**src/rtl/core_control_pkg.sv**
```systemverilog
// core_control_pkg: shared constants for the multi-cycle RV32I controller.
// Holds the RV32I major opcodes, the controller state encodings, the
// writeback / next-PC source selects and a helper for the watchdog counter
// width.
package core_control_pkg;

    // RV32I major opcodes (instr[6:0])
    localparam logic [6:0] OPCODE_LOAD     = 7'b0000011;
    localparam logic [6:0] OPCODE_MISC_MEM = 7'b0001111;
    localparam logic [6:0] OPCODE_OP_IMM   = 7'b0010011;
    localparam logic [6:0] OPCODE_AUIPC    = 7'b0010111;
    localparam logic [6:0] OPCODE_STORE    = 7'b0100011;
    localparam logic [6:0] OPCODE_OP       = 7'b0110011;
    localparam logic [6:0] OPCODE_LUI      = 7'b0110111;
    localparam logic [6:0] OPCODE_BRANCH   = 7'b1100011;
    localparam logic [6:0] OPCODE_JALR     = 7'b1100111;
    localparam logic [6:0] OPCODE_JAL      = 7'b1101111;
    localparam logic [6:0] OPCODE_SYSTEM   = 7'b1110011;

    // Controller states (visible on the debug state output)
    localparam logic [2:0] STATE_FETCH  = 3'd0;
    localparam logic [2:0] STATE_DECODE = 3'd1;
    localparam logic [2:0] STATE_EXEC   = 3'd2;
    localparam logic [2:0] STATE_MEM    = 3'd3;
    localparam logic [2:0] STATE_WB     = 3'd4;
    localparam logic [2:0] STATE_HALT   = 3'd5;

    // Register-file writeback source
    localparam logic [1:0] WB_SEL_ALU  = 2'b00;
    localparam logic [1:0] WB_SEL_LOAD = 2'b01;
    localparam logic [1:0] WB_SEL_PC4  = 2'b10;

    // Next-PC source
    localparam logic [1:0] PC_SEL_PC4  = 2'b00;
    localparam logic [1:0] PC_SEL_IMM  = 2'b01;
    localparam logic [1:0] PC_SEL_JALR = 2'b10;

    // Width of a counter that must hold 0..timeout, never narrower than 1 bit.
    function automatic int wait_cnt_width(input int timeout);
        if (timeout < 1) return 1;
        return $clog2(timeout + 1);
    endfunction

endpackage

```
**src/rtl/core_control_if.sv**
```systemverilog
// core_control_if: instruction and data memory handshakes of the core.
// Handshake rule: a request (imem_req / dmem_req) is held high and stable
// until the matching ready is sampled high on a rising edge; that edge
// completes the transfer, and the request is never re-issued in the cycle
// right after ready. dmem_we qualifies dmem_req (1 = store).
//   master: the controller (drives requests)
//   slave : the memory side (drives readies)
interface core_control_if;
    logic imem_req;
    logic imem_ready;
    logic dmem_req;
    logic dmem_we;
    logic dmem_ready;

    modport master (
        output imem_req,
        output dmem_req,
        output dmem_we,
        input  imem_ready,
        input  dmem_ready
    );

    modport slave (
        input  imem_req,
        input  dmem_req,
        input  dmem_we,
        output imem_ready,
        output dmem_ready
    );
endinterface

```
**src/rtl/core_control_bus_watchdog.sv**
```systemverilog
// core_control_bus_watchdog: stall counter for one request/ready pair.
// Ports:
//   clk, rst - clock and synchronous active-high reset
//   clear    - restart the count (a new request phase begins)
//   req      - request currently asserted
//   ready    - matching ready
//   expire   - this cycle is the TIMEOUT-th consecutive stalled cycle
// TIMEOUT = 0 disables the watchdog (expire never asserts).
module core_control_bus_watchdog
    import core_control_pkg::*;
#(
    parameter int TIMEOUT = 255
) (
    input  logic clk,
    input  logic rst,
    input  logic clear,
    input  logic req,
    input  logic ready,
    output logic expire
);

    localparam int W = wait_cnt_width(TIMEOUT);

    logic [W-1:0] wait_cnt;
    logic         stalled;

    assign stalled = req && !ready;

    generate
        if (TIMEOUT == 0) begin : g_off
            assign expire = 1'b0;
        end else begin : g_on
            localparam logic [W-1:0] LAST = W'(TIMEOUT - 1);
            // wait_cnt holds the number of stalls already seen, so the
            // TIMEOUT-th stall is the one that finds LAST in the counter.
            assign expire = stalled && (wait_cnt == LAST);
        end
    endgenerate

    always_ff @(posedge clk) begin
        if (rst || clear || (req && ready)) begin
            wait_cnt <= '0;
        end else if (stalled && !expire) begin
            wait_cnt <= wait_cnt + W'(1);
        end
    end

endmodule

```
**src/rtl/core_control.sv**
```systemverilog
// core_control: multi-cycle sequencing controller for the RV32I core.
// Steps each instruction through FETCH, DECODE, EXEC, MEM and WB, drives the
// memory handshakes and the PC / IR / register-file strobes, counts retired
// instructions and halts on ECALL/EBREAK or a memory timeout.
// Ports:
//   clk, rst            - clock, synchronous active-high reset
//   opcode, funct3      - decoded fields of the current IR
//   is_load/is_store/is_writeback - decoder classification flags
//   branch_taken        - ALU compare result, meaningful in EXEC
//   mem                 - imem/dmem request/ready handshakes (master side)
//   ir_we               - latch the fetched word into IR
//   reg_we, wb_sel      - register write strobe and writeback source
//   pc_we, pc_sel       - PC update strobe and next-PC source
//   halted              - core stopped (left only through rst)
//   bus_err             - sticky: a memory request timed out
//   retired             - retired-instruction count, wraps at 2^CNT_W
//   state               - current controller state, for debug
module core_control
    import core_control_pkg::*;
#(
    parameter int TIMEOUT = 255,
    parameter int CNT_W   = 32
) (
    input  logic              clk,
    input  logic              rst,
    input  logic [6:0]        opcode,
    input  logic [2:0]        funct3,
    input  logic              is_load,
    input  logic              is_store,
    input  logic              is_writeback,
    input  logic              branch_taken,
    core_control_if.master    mem,
    output logic              ir_we,
    output logic              reg_we,
    output logic [1:0]        wb_sel,
    output logic              pc_we,
    output logic [1:0]        pc_sel,
    output logic              halted,
    output logic              bus_err,
    output logic [CNT_W-1:0]  retired,
    output logic [2:0]        state
);

    logic [2:0]       state_q;
    logic [2:0]       next_state;
    logic [CNT_W-1:0] retired_q;
    logic             bus_err_q;

    logic       imem_req_c;
    logic       ir_we_c;
    logic       dmem_req_c;
    logic       dmem_we_c;
    logic       reg_we_c;
    logic [1:0] wb_sel_c;
    logic       pc_we_c;
    logic [1:0] pc_sel_c;
    logic       halted_c;
    logic       set_err;

    logic wd_req;
    logic wd_ready;
    logic wd_clear;
    logic wd_expire;
    logic halt_entry;

    logic is_halt_op;
    logic is_jal;
    logic is_jalr;

    assign is_halt_op = (opcode == OPCODE_SYSTEM) && (funct3 == 3'b000);
    assign is_jal     = (opcode == OPCODE_JAL);
    assign is_jalr    = (opcode == OPCODE_JALR);

    always_comb begin
        next_state = state_q;
        imem_req_c = 1'b0;
        ir_we_c    = 1'b0;
        dmem_req_c = 1'b0;
        dmem_we_c  = 1'b0;
        reg_we_c   = 1'b0;
        wb_sel_c   = WB_SEL_ALU;
        pc_we_c    = 1'b0;
        pc_sel_c   = PC_SEL_PC4;
        halted_c   = 1'b0;
        set_err    = 1'b0;
        case (state_q)
            STATE_FETCH: begin
                imem_req_c = 1'b1;
                // ready beats the watchdog: expire already requires !ready
                if (mem.imem_ready) begin
                    ir_we_c    = 1'b1;
                    next_state = STATE_DECODE;
                end else if (wd_expire) begin
                    set_err    = 1'b1;
                    next_state = STATE_HALT;
                end
            end
            STATE_DECODE: begin
                next_state = STATE_EXEC;
            end
            STATE_EXEC: begin
                if (is_load || is_store) begin
                    next_state = STATE_MEM;
                end else if (is_halt_op) begin
                    next_state = STATE_HALT;
                end else if (is_writeback) begin
                    next_state = STATE_WB;
                end else begin
                    // branches and everything unrecognised retire here
                    pc_we_c = 1'b1;
                    if ((opcode == OPCODE_BRANCH) && branch_taken) begin
                        pc_sel_c = PC_SEL_IMM;
                    end
                    next_state = STATE_FETCH;
                end
            end
            STATE_MEM: begin
                dmem_req_c = 1'b1;
                dmem_we_c  = is_store;
                if (mem.dmem_ready) begin
                    if (is_store) begin
                        pc_we_c    = 1'b1;
                        next_state = STATE_FETCH;
                    end else begin
                        next_state = STATE_WB;
                    end
                end else if (wd_expire) begin
                    set_err    = 1'b1;
                    next_state = STATE_HALT;
                end
            end
            STATE_WB: begin
                reg_we_c = 1'b1;
                pc_we_c  = 1'b1;
                if (is_load) begin
                    wb_sel_c = WB_SEL_LOAD;
                end else if (is_jal || is_jalr) begin
                    wb_sel_c = WB_SEL_PC4;
                end
                if (is_jal) begin
                    pc_sel_c = PC_SEL_IMM;
                end else if (is_jalr) begin
                    pc_sel_c = PC_SEL_JALR;
                end
                next_state = STATE_FETCH;
            end
            STATE_HALT: begin
                halted_c = 1'b1;
            end
            default: begin
                next_state = STATE_FETCH;
            end
        endcase
    end

    // One watchdog serves both buses; only one request can be live at a time.
    assign wd_req   = (state_q == STATE_FETCH) ? imem_req_c : dmem_req_c;
    assign wd_ready = (state_q == STATE_FETCH) ? mem.imem_ready :
                      (state_q == STATE_MEM)   ? mem.dmem_ready : 1'b0;
    assign wd_clear = (next_state != state_q) &&
                      ((next_state == STATE_FETCH) || (next_state == STATE_MEM));

    core_control_bus_watchdog #(
        .TIMEOUT (TIMEOUT)
    ) u_bus_watchdog (
        .clk    (clk),
        .rst    (rst),
        .clear  (wd_clear),
        .req    (wd_req),
        .ready  (wd_ready),
        .expire (wd_expire)
    );

    // Every HALT entry counts once, whether from ECALL/EBREAK or a timeout.
    assign halt_entry = (next_state == STATE_HALT) && (state_q != STATE_HALT);

    always_ff @(posedge clk) begin
        if (rst) begin
            state_q   <= STATE_FETCH;
            retired_q <= '0;
            bus_err_q <= 1'b0;
        end else begin
            state_q <= next_state;
            if (pc_we_c || halt_entry) begin
                retired_q <= retired_q + CNT_W'(1);
            end
            if (set_err) begin
                bus_err_q <= 1'b1;
            end
        end
    end

    // rst forces every output low in the same cycle, even before the
    // registered state has been reset.
    assign mem.imem_req = imem_req_c & ~rst;
    assign mem.dmem_req = dmem_req_c & ~rst;
    assign mem.dmem_we  = dmem_we_c  & ~rst;
    assign ir_we        = ir_we_c    & ~rst;
    assign reg_we       = reg_we_c   & ~rst;
    assign wb_sel       = rst ? WB_SEL_ALU : wb_sel_c;
    assign pc_we        = pc_we_c    & ~rst;
    assign pc_sel       = rst ? PC_SEL_PC4 : pc_sel_c;
    assign halted       = halted_c   & ~rst;
    assign bus_err      = bus_err_q  & ~rst;
    assign retired      = rst ? '0 : retired_q;
    assign state        = rst ? STATE_FETCH : state_q;

endmodule

```
**src/flat_wrapper.sv**
```systemverilog
// flat-port wrapper written by rule: the top's interface ports become plain ports
module core_control_flat import core_control_pkg::*;
#(
    parameter int TIMEOUT = 255,
    parameter int CNT_W   = 32
)
  (clk, rst, opcode, funct3, is_load, is_store, is_writeback, branch_taken, ir_we, reg_we, wb_sel, pc_we, pc_sel, halted, bus_err, retired, state, mem_imem_req, mem_dmem_req, mem_dmem_we, mem_imem_ready, mem_dmem_ready);
  core_control_if mem_i ();
  input  logic clk;
  input  logic rst;
  input  logic [6:0] opcode;
  input  logic [2:0] funct3;
  input  logic is_load;
  input  logic is_store;
  input  logic is_writeback;
  input  logic branch_taken;
  output logic ir_we;
  output logic reg_we;
  output logic [1:0] wb_sel;
  output logic pc_we;
  output logic [1:0] pc_sel;
  output logic halted;
  output logic bus_err;
  output logic [CNT_W-1:0] retired;
  output logic [2:0] state;
  output wire logic [$bits(mem_i.imem_req)-1:0] mem_imem_req;
  output wire logic [$bits(mem_i.dmem_req)-1:0] mem_dmem_req;
  output wire logic [$bits(mem_i.dmem_we)-1:0] mem_dmem_we;
  input wire logic [$bits(mem_i.imem_ready)-1:0] mem_imem_ready;
  input wire logic [$bits(mem_i.dmem_ready)-1:0] mem_dmem_ready;
  assign mem_imem_req = mem_i.imem_req;
  assign mem_dmem_req = mem_i.dmem_req;
  assign mem_dmem_we = mem_i.dmem_we;
  assign mem_i.imem_ready = mem_imem_ready;
  assign mem_i.dmem_ready = mem_dmem_ready;
  core_control #(.TIMEOUT(TIMEOUT), .CNT_W(CNT_W)) u_core (.clk(clk), .rst(rst), .opcode(opcode), .funct3(funct3), .is_load(is_load), .is_store(is_store), .is_writeback(is_writeback), .branch_taken(branch_taken), .mem(mem_i), .ir_we(ir_we), .reg_we(reg_we), .wb_sel(wb_sel), .pc_we(pc_we), .pc_sel(pc_sel), .halted(halted), .bus_err(bus_err), .retired(retired), .state(state));
endmodule
```
**config.mk**
```make
export PLATFORM = sky130hd
export DESIGN_NAME = core_control_flat
export DESIGN_NICKNAME = d
export VERILOG_FILES = /design/src/rtl/core_control_pkg.sv /design/src/rtl/core_control_if.sv /design/src/rtl/core_control_bus_watchdog.sv /design/src/rtl/core_control.sv /design/src/flat_wrapper.sv
export SDC_FILE = /design/constraint.sdc
export NUM_CORES = 1
export LEC_CHECK = 0
export BUFFER_PORTS_ARGS = -buffer_cell sky130_fd_sc_hd__buf_4
export CAP_MARGIN = 20
export CORE_ASPECT_RATIO = 1.1
export CORE_MARGIN = 8
export CORE_UTILIZATION = 60
export CTS_BUF_LIST = sky130_fd_sc_hd__clkbuf_4 sky130_fd_sc_hd__clkbuf_8
export DETAILED_ROUTE_END_ITERATION = 10
export HOLD_SLACK_MARGIN = 0.03
export PLACE_DENSITY_LB_ADDON = 0.25
export SETUP_SLACK_MARGIN = 0.2
export SLEW_MARGIN = 20
export SYNTH_ARGS = -nofsm -noshare
export SYNTH_HDL_FRONTEND = slang
export SYNTH_HIERARCHICAL = 1
export SYNTH_SLANG_ARGS = --single-unit
export TNS_END_PERCENT = 10
```
**constraint.sdc**
```tcl
create_clock -name clk -period 8.2 [get_ports clk]
set_input_delay 0.82 -clock clk [delete_from_list [all_inputs] [get_ports clk]]
set_output_delay 0.82 -clock clk [all_outputs]
set_load 0.05 [all_outputs]
```
# Yosys cells after proc, flatten, opt, wreduce, memory -nomap -nowiden

Cells that the tools add are included.

Register bits: 44

Equal/unequal tests: 14
Reductions and logical operators: 19
Mux-type cells: 42
Bitwise gates (word level): 9
$add $sub $neg: 2

Operator list:

| operator                                                               | number |
|---|---|
| 32-bit by 1-bit adder with 32-bit output (second input constant)       | 1 |
| 32-bit two-way mux                                                     | 1 |
| 7-bit equality test (second input constant)                            | 4 |
| 3-bit two-way mux                                                      | 8 |
| 2-bit two-way mux                                                      | 10 |
| 1-bit two-way mux                                                      | 19 |
| 3-bit case mux with 5 select lines                                     | 1 |
| 3-bit by 2-bit equality test with 1-bit output (second input constant) | 3 |
| 3-bit equality test (second input constant)                            | 3 |
| 3-bit zero test                                                        | 3 |
| 8-bit by 1-bit adder with 8-bit output (second input constant)         | 1 |
| 1-bit AND                                                              | 8 |
| 8-bit equality test (second input constant)                            | 1 |
| 1-bit logical AND                                                      | 8 |
| 1-bit logical OR                                                       | 6 |
| 2-bit case mux with 2 select lines                                     | 1 |
| 3-bit by 1-bit equality test with 1-bit output (second input constant) | 1 |
| 3-bit inequality test                                                  | 1 |
| 3-bit inequality test (second input constant)                          | 1 |
| 1-bit case mux with 3 select lines                                     | 1 |
| 1-bit zero test                                                        | 2 |
| 1-bit case mux with 2 select lines                                     | 1 |
| 1-bit inverter                                                         | 1 |

# Depth between registers and ports, before layout

Gate-level depths: netlist (run 1).

Depth in word-level cells: 14
Mapped depth: 15
Mapped depth without buffers: 14

# By module

The synthesis (run 1) kept the hierarchy.

By module, submodules not included:

| module                    | cells each | area an instance (sq um) | instances | seq. area each (sq um) |
|---|---|---|---|---|
| core_control              | 313        | 2373.5                   | 1         | 720.7 |
| core_control_bus_watchdog | 49         | 460.4                    | 1         | 160.2 |

# Worst setup path after synthesis (run 1)

No wires, ideal clock.

Path kind: input-to-output
Start: input port rst
End: output port halted
Data required time: 7.380 ns
Path slack: 4.349 ns
Stages on the path: 3
Arrival: 3.031 ns
Path through: clkbuf_1 -> nor2b_1 -> nor3b_1

Longest elaborated chain between the ends: 2

RTL lines:

| what           | line                | text |
|---|---|---|
| from (decl)    | flat_wrapper.sv:10  | `input logic rst;` |
| 1-bit inverter | core_control.sv:203 | `assign halted = halted_c & ~rst;` |
| 1-bit AND      | core_control.sv:203 |  |
| to (decl)      | flat_wrapper.sv:22  | `output logic halted;` |

No other way between the ends.

# Worst setup path after layout (run 1)

Start: register u_core.state_q[0]
End: register u_core.retired_q[19]

RTL lines:

| what                                                                                     | line                                    | text |
|---|---|---|
| from (decl)                                                                              | core_control.sv:44                      | `logic [2:0] state_q;` |
| from (signal assigned)                                                                   | core_control.sv:183                     | `state_q <= next_state;` |
| 3-bit by 2-bit equality test with 1-bit output / 3-bit zero test (equally long branches) | core_control.sv:86, core_control.sv:157 |  |
| 1-bit two-way mux                                                                        | core_control.sv:86                      | `case (state_q)` |
| 1-bit two-way mux (*)                                                                    | core_control.sv:157                     | `assign wd_req = (state_q == STATE_FETCH) ? imem_req_c : dmem_req_c;` |
| named net u_core.wd_req                                                                  | core_control.sv:60                      | `logic wd_req;` |
| 1-bit logical AND (*)                                                                    | core_control_bus_watchdog.sv:27         | `assign stalled = req && !ready;` |
| 1-bit logical AND (*)                                                                    | core_control_bus_watchdog.sv:36         | `assign expire = stalled && (wait_cnt == LAST);` |
| named net u_core.wd_expire                                                               | core_control.sv:63                      | `logic wd_expire;` |
| 3-bit two-way mux (*)                                                                    | core_control.sv:93, core_control.sv:127 |  |
| 3-bit two-way mux (on tied branches)                                                     | core_control.sv:120, core_control.sv:90 |  |
| 3-bit case mux with 5 select lines (*)                                                   | core_control.sv:86                      |  |
| 3-bit equality test (*)                                                                  | core_control.sv:175                     | `assign halt_entry = (next_state == STATE_HALT) && (state_q != STATE_HALT);` |
| 1-bit logical AND (*)                                                                    | core_control.sv:175                     |  |
| 1-bit logical OR (*)                                                                     | core_control.sv:184                     | `if (pc_we_c \|\| halt_entry) begin` |
| to (signal assigned)                                                                     | core_control.sv:185                     | `retired_q <= retired_q + CNT_W'(1);` |
| to (decl)                                                                                | core_control.sv:46                      | `logic [CNT_W-1:0] retired_q;` |

The timed path passes the listed nets; every way through them passes the cells marked *.
A chain may end at the register's enable or synchronous reset.

==> results of run 1 <==
[through the flow]
stage / std cells / instance area, um2
final: 470 / 3400
after global routing: 470 / 3400
after CTS: 470 / 3400
after global placement: 462 / 3290
after floorplan: 362 / 2830
after detailed placement: 462 / 3290
[cells in the mapped netlist (all sizes together), types with 2 or more instances]
| cell | n | area share, % |
|---|---|---|
| o31a | 2 | 0.62 |
| ha | 3 | 1.3 |
| nor3b | 5 | 1.3 |
| nor2b | 35 | 7.7 |
| inv | 13 | 1.7 |
| buf | 5 | 1.2 |
| and3 | 8 | 1.8 |
| and3b | 2 | 0.62 |
| nor3 | 8 | 1.4 |
| or4 | 21 | 5.6 |
| mux2 | 6 | 2.4 |
| and2 | 5 | 1.1 |
| nand2b | 2 | 0.71 |
| o31ai | 16 | 4.4 |
| clkbuf | 15 | 2.0 |
| or2 | 2 | 0.44 |
| a31o | 4 | 1.2 |
| nand3 | 18 | 3.2 |
| nand4 | 12 | 2.6 |
| and4 | 8 | 2.5 |
| a31oi | 5 | 1.1 |
| nand2 | 25 | 3.3 |
| or3b | 2 | 0.62 |
| dfxtp | 44 | 31 |
| nor2 | 29 | 3.8 |
| o21ai | 8 | 1.4 |
| a211oi | 2 | 0.71 |
| nor4 | 4 | 0.88 |
| a21oi | 29 | 5.1 |
| a2111oi | 2 | 0.84 |
| a21o | 2 | 0.53 |
| mux2i | 3 | 1.1 |
[power by group through the flow]
stage	logic (mW)	clock network [mW]	registers [mW]
final	0.0635	0.170	0.223
after floorplan	0.0494	0	0.224
after CTS	0.0634	0.174	0.223
after global routing	0.0686	0.180	0.224
after detailed placement	0.0633	0	0.228
after global placement	0.0616	0	0.228
[cell families after synthesis]
family          count (synthesis)  share of synthesized area [%]
buf+inv                        33                           4.94
xor+xnor                        1                          0.309
compound gates                 80                           19.5
mux                             9                           3.44
fa+ha+maj                       3                           1.32
simple gates                  192                           39.4
flops                          44                           31.1
[area by class of cell]
class | instances | area, um2
Clock inverter | 2 | 35.0
Clock buffer | 6 | 76.3
Inverter | 13 | 48.8
Multi-Input combinational cell | 285 | 1810
Fill cell | 379 | 1180
Tap cell | 56 | 70.1
Timing Repair Buffer | 64 | 480
Sequential cell | 44 | 881
[sequential cells by signal, summed over array words and instances, names as in the netlist]
signal,cells
u_core/bus_err_q,1
u_core/retired_q,32
u_core/state_q,3
u_core/u_bus_watchdog/wait_cnt,8
[worst register-to-register path, cell delays in order (launching register included)]
cell      delay, ns
dfxtp_1        0.46
or2_2          0.40
a21oi_1        0.43
nand2b_4       0.12
nor3_1         0.44
or4b_1         0.48
a21o_1         0.19
o211a_2        0.15
o32a_4         0.53
nor4_1         0.35
mux2_2         0.37
[metal layers]
layer | wire, um | up-vias | track usage (%)
met5 | 0 | - | 0
met2 | 3830 | 69 | 37.4
met1 | 2930 | 1345 | 21.3
li1 | - | 1452 | -
met4 | 94 | 0 | 7.48
met3 | 394 | 9 | 3.49
[final timing paths]
| kind | endpoint | slack (ns) |
|---|---|---|
| worst max register to register | u_core/retired_q[19] | 4.20 |
| worst min-delay path | u_core/retired_q[21] | 0.49 |
| worst max-delay path | u_core/retired_q[19] | 4.20 |
| worst min register to register | u_core/retired_q[21] | 0.49 |
==> results.md, run 1 <==
* Sw power at 0.123 mW
* Tot GR Track Use at 20.0%
* Final hold viol count at 0
* Max Cap Viol at 0
* First-pass GRT wire length at 11700 um
* Largest delay share family, worst path: simple AND/OR/NAND/NOR gates
* Levels on crit path at 10
* Setup tns final at 0 ns
* Combinational power share at 13.9%
* Hold Slack at 0.493 ns
* Util after Layout at 74.2%
* Worst-path clk slew at 0.08 ns
* Total gr overflow at 0
* Unrepaired setup endpoints after global routing: no
* Power Internal at 0.334 mW
* CP bufs+invs at 0
* Mapped Area at 0.00283 mm2
* Starting Density at 61.8%
* CTS Root Cell: clkbuf_8
* Dpl ws at 4.30 ns
* CP Launch Type: register
* Final Setup Violations at 0
* Least-Margin Pin Slew at 0.923 ns
* CTS tree: built
* #FFs+latches synth at 44
* Total power at 0.457 mW
* Diodes inserted at 0
* Worst Hold Class: register to register
* Critical Path AT at 4.20 ns
* Post-CTS Setup Inserts at 0
* Synth unique cells at 57
* Synthesized area per cell at 7.83 um2
* Num CTS Buffers at 5
* Final ANT Viol Nets at 0
* Number of global-route vias before repair at 2683
* Area Overhead vs Synth at 20.1%
* Power Dens Cells at 134 mW/mm2
* Crit-path slowest cell: o32a_4
* Initial drt markers at 129
* CTS H-Tree Depth at 2
* Final worst slack at 4.20 ns
* Gate Count Post-Synth at 362
* Synth Net Count at 383
* Drt drc at 0
* HPWL after detailed placement at 5210 um
* Commonest non-fill, non-tap cell in the layout: buf_4
* Largest net degree at the start of global routing at 79
* Clock skew at 0.00512 ns
* Die Y at 88.1 um
* Sequential element share of the synthesized area at 31.1%
* Max stage delay on crit path at 0.53 ns
* Vias at 2875
* FF-to-FF Start: u_core/state_q[0]
* Hold bufs inserted after CTS at 0
* Clock buffer depth at 2
* Final cycle utilization of the critical path at 48.8%
* Hold path depth at 2
* Rel. slew slack at 38.0%
* Nets at 434
* WL/cell at 15.4 um
* I/O pin cnt at 65
* Share of power burned in registers at 48.8%
* Fmax at 250 MHz
* Vias/cell at 6.12
* Post-synth ARST share at 0%
* Top FF cell, synth: dfxtp_1
* Clock latency on the worst-skew pair at 0.30 ns
* WP data required at 8.40 ns
* Row count at 26
* Critical Path, Cell by Cell: or2_2 -> a21oi_1 -> nand2b_4 -> nor3_1 -> or4b_1 -> a21o_1 -> o211a_2 -> o32a_4 -> nor4_1 -> mux2_2
* Layout cells sized above 1 at 22.2%
* Die Area at 0.00718 mm2
* Commonest cells after routing, fill and taps aside: 64 x buf_4, 44 x dfxtp_1, 35 x nor2b_1, 29 x a21oi_1, 29 x nor2_1
* First-pass DRT Iterations at 4
* Static Leak at 1.29 nW
* Hold Crit Start: u_core/retired_q[21]
* Status: finished clean
* Final Max Tran Viols at 0
* Core area at 0.00459 mm2
* EDFF count, synth at 0
* Fin crit period at 4.00 ns
* CP Max Fanout at 35
* Width of the die at 81.5 um
* GPL Wtd Cong at 0.862
* Switching portion of total power at 26.9%
* Critical path class: register to register
* Clk sinks at 44
* VDD IR max at 0.0759 mV
* Buffers on Ports at 64
* Post-cts repair resize count at 0
* Crit. End Element: register
* Clock share of power at 37.3%
* Initial antenna violation count at 0
* Ys Warns at 6
* Worst Reg-to-Reg Cells at 10
* Overall routed net length at 7250 um
* CP Launch Point: u_core/state_q[0]
No activity file was read; power rests on OpenSTA's default activity.
==> run 2, diff against run 1 <==
- CORE_UTILIZATION: 60 -> 56
- clock period: 8.2 -> 3.7 ns (I/O delays scaled with it)
==> run 2 against run 1 <==
Compared with the run above:
- critical path depth stayed put
- register-to-register slack worse by 3.9 ns
- combinational power grew to 2.6 times the previous value
- critical endpoint unchanged
- largest cell class unchanged
- largest power group unchanged
==> results.md, run 2 (synthesis gave the netlist of run 1 again) <==
* Status: finished clean (unchanged)
* Tot GR Track Use at 19.4% (was 20.0%)
* Row count at 27 (was 26)
* I/O pin cnt at 65 (unchanged)
* Clock skew at 0.00565 ns (was 0.00512 ns)
* Initial drt markers at 158 (was 129)
* Diodes inserted at 0 (unchanged)
* Max Cap Viol at 0 (unchanged)
* Critical path class: register to register (unchanged)
* Least-Margin Pin Slew at 0.942 ns (was 0.923 ns)
* Clock buffer depth at 2 (unchanged)
* CP Launch Type: register (unchanged)
* Starting Density at 57.5% (was 61.8%)
* Critical Path, Cell by Cell: or2_2 -> a21oi_4 -> nand2b_4 -> nor3_4 -> or4b_1 -> a21o_1 -> o211a_2 -> o32a_4 -> nor4_1 -> mux2_2 (was or2_2 -> a21oi_1 -> nand2b_4 -> nor3_1 -> or4b_1 -> a21o_1 -> o211a_2 -> o32a_4 -> nor4_1 -> mux2_2)
* Total gr overflow at 0 (unchanged)
* CP bufs+invs at 0 (unchanged)
* First-pass DRT Iterations at 4 (unchanged)
* Die Area at 0.00760 mm2 (was 0.00718 mm2)
* Final Setup Violations at 0 (unchanged)
* Initial antenna violation count at 0 (unchanged)
* Max stage delay on crit path at 0.53 ns (about the same)
* WL/cell at 16.1 um (was 15.4 um)
* Num CTS Buffers at 5 (unchanged)
* Top reg by flops: u_core/retired_q (unchanged)
* Reg2reg setup slack at 0.25 ns (was 4.20 ns)
* Overall routed net length at 7710 um (was 7250 um)
* Sw power at 0.281 mW (was 0.123 mW)
* Clk sinks at 44 (unchanged)
* Share of power burned in registers at 50.3% (was 48.8%)
* Power Internal at 0.693 mW (was 0.334 mW)
* Total power at 0.974 mW (was 0.457 mW)
* Clock latency on the worst-skew pair at 0.30 ns (about the same)
* Final cycle utilization of the critical path at 93.4% (was 48.8%)
* Core area at 0.00493 mm2 (was 0.00459 mm2)
* Fmax at 289 MHz (was 250 MHz)
* First-pass GRT wire length at 12900 um (was 11700 um)
* Crit-path slowest cell: o32a_4 (unchanged)
* Power Dens Cells at 281 mW/mm2 (was 134 mW/mm2)
* Largest delay share family, worst path: simple AND/OR/NAND/NOR gates (unchanged)
* Commonest non-fill, non-tap cell in the layout: buf_4 (unchanged)
* Setup tns final at 0 ns (unchanged)
* Buffers on Ports at 64 (unchanged)
* Width of the die at 83.8 um (was 81.5 um)
* WP data required at 3.89 ns (was 8.40 ns)
* Vias/cell at 6.29 (was 6.12)
* Area Overhead vs Synth at 22.3% (was 20.1%)
* Final ANT Viol Nets at 0 (unchanged)
* Combinational power share at 16.9% (was 13.9%)
* Fin crit period at 3.45 ns (was 4.00 ns)
* Unrepaired setup endpoints after global routing: yes (was no)
* Critical Path AT at 3.65 ns (was 4.20 ns)
* Number of global-route vias before repair at 2832 (was 2683)
* Worst Hold Class: register to register (unchanged)
* Drt drc at 0 (unchanged)
* Vias at 3007 (was 2875)
* Commonest cells after routing, fill and taps aside: 70 x buf_4, 43 x dfxtp_1, 35 x nor2b_1, 29 x nor2_1, 27 x a21oi_1 (was 64 x buf_4, 44 x dfxtp_1, 35 x nor2b_1, 29 x a21oi_1, 29 x nor2_1)
* Worst-path clk slew at 0.09 ns (was 0.08 ns)
* Hold bufs inserted after CTS at 0 (unchanged)
* Largest net degree at the start of global routing at 79 (unchanged)
* CTS Root Cell: clkbuf_8 (unchanged)
* Number of flip-flops under the largest register name at 32 (unchanged)
* Static Leak at 1.33 nW (was 1.29 nW)
* Layout cells sized above 1 at 24.5% (was 22.2%)
* GPL Wtd Cong at 0.904 (was 0.862)
* HPWL after detailed placement at 5520 um (was 5210 um)
* Die Y at 90.6 um (was 88.1 um)
* Clock share of power at 32.7% (was 37.3%)
* Switching portion of total power at 28.8% (was 26.9%)
* Final hold viol count at 0 (unchanged)
* Crit. End Element: register (unchanged)
* VDD IR max at 0.187 mV (was 0.0759 mV)
* Rel. slew slack at 36.7% (was 38.0%)
* CP Max Fanout at 35 (unchanged)
* CTS tree: built (unchanged)
* Biggest regs: u_core/retired_q: 32 flops, u_core/u_bus_watchdog/wait_cnt: 8 flops, u_core/state_q: 3 flops (unchanged)
* Nets at 440 (was 434)
* Final Max Tran Viols at 0 (unchanged)
* CTS H-Tree Depth at 2 (unchanged)
-- run 2: tightest hold or removal path, cell delays in order, from the launching register on --
cell and delay, ns:
dfxtp_1 0.33, o31ai_1 0.06, a21oi_1 0.06
-- run 2: layout make-up --
type | count | area [um2]
Clock buffer | 7 | 83.8
Fill cell | 407 | 1470
Tap cell | 58 | 72.6
Inverter | 13 | 48.8
Sequential cell | 44 | 882
Multi-Input combinational cell | 285 | 1850
Timing Repair Buffer | 70 | 526
Clock inverter | 1 | 8.76
-- run 2: timing repair --
action / 4_1_cts / 5_1_grt
pin swaps: 0 / 2
resized for setup: 1 / 3
setup buffers: 0 / 1
endpoints found under the setup margin: 2 / 28
-- run 2: stage by stage --
step / std cells / hold WS (ns) / worst slack (ns) / utilization, % / cell area [um2]
2_1_floorplan: 362 / 0.429 / 0.238 / - / 2850
3_3_place_gp: 469 / 0.453 / 0.300 / 67.9 / 3350
3_5_place_dp: 469 / 0.485 / 0.204 / 67.9 / 3350
4_1_cts: 477 / 0.498 / 0.229 / 69.9 / 3450
5_1_grt: 478 / 0.525 / 0.113 / 70.3 / 3470
6_report: 478 / 0.494 / 0.246 / 70.3 / 3470
-- run 2: path summary, 6_finish.rpt --
check	from	to	cells after the start
max	u_core/state_q[0]	u_core/retired_q[19]	10
min	u_core/retired_q[21]	u_core/retired_q[21]	2
max reg2reg	u_core/state_q[0]	u_core/retired_q[19]	10
min reg2reg	u_core/retired_q[21]	u_core/retired_q[21]	2
-- run 2: metal layers --
metal  up-vias  wire (um)  share of wire (%)  global-route usage [%]
li1       1465          -                  -                       -
met1      1417       3080                 40                    22.1
met2       115       4040                 52                    34.3
met3        10        504                6.5                    4.15
met4         0         94                1.2                    6.92
met5         -          0                  0                       0
-- run 2: power groups by stage --
stage,registers [mW],logic (mW),clock network (mW)
2_1_floorplan,0.496,0.113,0
3_3_place_gp,0.500,0.152,0
3_5_place_dp,0.501,0.156,0
4_1_cts,0.490,0.158,0.325
5_1_grt,0.492,0.178,0.341
6_report,0.490,0.165,0.319
==> run 3, diff against run 2 <==
- CORE_MARGIN: 8 -> 2
- PLACE_DENSITY_LB_ADDON: 0.25 -> 0.05
- SKIP_CTS_REPAIR_TIMING: default -> 1
==> run 3 against run 2 <==
Compared with the run above:
- setup slack improved by 0.035 ns
- flip-flop and latch count is the same
- cell area up 1.6%
- clock power up 21%
==> results.md, run 3 (synthesis gave the netlist of run 1 again) <==
* First-pass GRT wire length at 11900 um (was 12900 um)
* CP Max Fanout at 18 (was 35)
* Critical path class: register to register (unchanged)
* Worst Hold Class: register to register (unchanged)
* I/O pin cnt at 65 (unchanged)
* Diodes inserted at 0 (unchanged)
* CTS tree: built (unchanged)
* Die Y at 78.6 um (was 90.6 um)
* Biggest regs: u_core/retired_q: 32 flops, u_core/u_bus_watchdog/wait_cnt: 8 flops, u_core/state_q: 3 flops (unchanged)
* WL/cell at 15.3 um (was 16.1 um)
* Commonest non-fill, non-tap cell in the layout: buf_4 (unchanged)
* VDD IR max at 0.205 mV (was 0.187 mV)
* Fmax at 292 MHz (was 289 MHz)
* Area Overhead vs Synth at 24.2% (was 22.3%)
* Largest delay share family, worst path: simple AND/OR/NAND/NOR gates (unchanged)
* Worst-path clk slew at 0.09 ns (about the same)
* Fin crit period at 3.42 ns (was 3.45 ns)
* Buffers on Ports at 64 (unchanged)
* Initial antenna violation count at 0 (unchanged)
* Critical Path, Cell by Cell: or2_2 -> a21oi_4 -> nand2b_4 -> nor3_4 -> or4b_1 -> a21o_1 -> o211a_2 -> o32a_4 -> nor4_1 -> mux2_2 (unchanged)
* Critical Path AT at 3.61 ns (was 3.65 ns)
* Setup tns final at 0 ns (unchanged)
* Cell area after placement at 0.00335 mm2 (unchanged)
* WP data required at 3.89 ns (about the same)
* Vias/cell at 6.21 (was 6.29)
* Status: finished clean (unchanged)
* Crit. End Element: register (unchanged)
* Die Area at 0.00565 mm2 (was 0.00760 mm2)
* Power Dens Cells at 296 mW/mm2 (was 281 mW/mm2)
* Final Setup Violations at 0 (unchanged)
* Rel. slew slack at 40.9% (was 36.7%)
* Top reg by flops: u_core/retired_q (unchanged)
* CP Launch Type: register (unchanged)
* Overall routed net length at 7350 um (was 7710 um)
* Max Cap Viol at 0 (unchanged)
* Num CTS Buffers at 5 (unchanged)
* GPL Wtd Cong at 0.822 (was 0.904)
* Starting Density at 57.5% (unchanged)
* Commonest cells after routing, fill and taps aside: 71 x buf_4, 43 x dfxtp_1, 35 x nor2b_1, 29 x nor2_1, 27 x a21oi_1 (was 70 x buf_4, 43 x dfxtp_1, 35 x nor2b_1, 29 x nor2_1, 27 x a21oi_1)
* Unrepaired setup endpoints after global routing: yes (unchanged)
* Clock skew at 0.00329 ns (was 0.00565 ns)
* Core area at 0.00493 mm2 (unchanged)
* CP bufs+invs at 0 (unchanged)
* Clk sinks at 44 (unchanged)
* Hold Slack at 0.484 ns (was 0.494 ns)
* Nets at 442 (was 440)
* Width of the die at 71.8 um (was 83.8 um)
* Initial drt markers at 223 (was 158)
* Placed insts at 469 (unchanged)
* Finished Layout Cells at 480 (was 478)
* CTS Root Cell: clkbuf_8 (unchanged)
* Clock latency on the worst-skew pair at 0.30 ns (about the same)
* Number of global-route vias before repair at 2713 (was 2832)
* Static Leak at 1.34 nW (was 1.33 nW)
* First-pass DRT Iterations at 5 (was 4)
* Clock buffer depth at 2 (unchanged)
* Max stage delay on crit path at 0.49 ns (was 0.53 ns)
* Drt drc at 0 (unchanged)
* Number of flip-flops under the largest register name at 32 (unchanged)
* Largest net degree at the start of global routing at 79 (unchanged)
* Final Instance Area at 0.00352 mm2 (was 0.00347 mm2)
* Vias at 2981 (was 3007)
* Final ANT Viol Nets at 0 (unchanged)
* CTS H-Tree Depth at 2 (unchanged)
* Layout cells sized above 1 at 24.9% (was 24.5%)
* Final cycle utilization of the critical path at 92.4% (was 93.4%)
* Row count at 27 (unchanged)
* HPWL after detailed placement at 5010 um (was 5520 um)
* Crit-path slowest cell: o32a_4 (unchanged)
* Final Max Tran Viols at 0 (unchanged)
* Least-Margin Pin Slew at 0.884 ns (was 0.942 ns)
* Tot GR Track Use at 26.0% (was 19.4%)
* Total power at 1.04 mW (was 0.974 mW)
* Total gr overflow at 0 (unchanged)
* Final hold viol count at 0 (unchanged)
-- run 3: routing by layer --
| layer | share of wire, % | vias to the layer above | global-route usage (%) |
|---|---|---|---|
| met5 | 0 | - | 0 |
| met4 | 1.8 | 0 | 10.2 |
| met3 | 4.0 | 12 | 4.88 |
| met2 | 51 | 70 | 45.7 |
| met1 | 44 | 1421 | 31.0 |
| li1 | - | 1478 | - |
-- run 3: worst paths after layout --
| kind | cells after the start | endpoint | slack (ns) | from |
|---|---|---|---|---|
| setup / recovery | 10 | u_core/retired_q[31] | 0.28 | u_core/state_q[0] |
| hold / removal | 2 | u_core/bus_err_q | 0.48 | u_core/bus_err_q |
| setup reg to reg | 10 | u_core/retired_q[31] | 0.28 | u_core/state_q[0] |
| hold reg to reg | 2 | u_core/bus_err_q | 0.48 | u_core/bus_err_q |
-- run 3: through the flow --
| step | setup WS (ns) | utilization, % |
|---|---|---|
| finish | 0.281 | 71.4 |
| global route | 0.146 | 71.4 |
| CTS | 0.127 | 70.2 |
| detailed placement | 0.159 | 67.9 |
| global placement | 0.284 | 67.9 |
| floorplan | 0.238 | - |
-- run 3: worst register-to-register path: cells and delay by family (launching register included) --
kind               cells  cell delay, ns
DFF                    1            0.38
muxes                  1            0.37
AOI/OAI and AO/OA      4            1.06
and+or+nand+nor        5            1.51
-- run 3: cell type report --
cell class | count | area (um2)
Inverter | 13 | 48.8
Clock inverter | 3 | 46.3
Sequential cell | 44 | 882
Timing Repair Buffer | 71 | 533
Multi-Input combinational cell | 286 | 1870
Clock buffer | 5 | 68.8
Fill cell | 422 | 1410
Tap cell | 58 | 72.6
-- run 3: report_power, final --
group / total (mW) / leakage [nW] / switching [mW] / internal [mW]
Combinational: 0.166 / 0.930 / 0.102 / 0.0639
Clock: 0.385 / 0.0548 / 0.181 / 0.204
Sequential: 0.490 / 0.355 / 0.00960 / 0.480
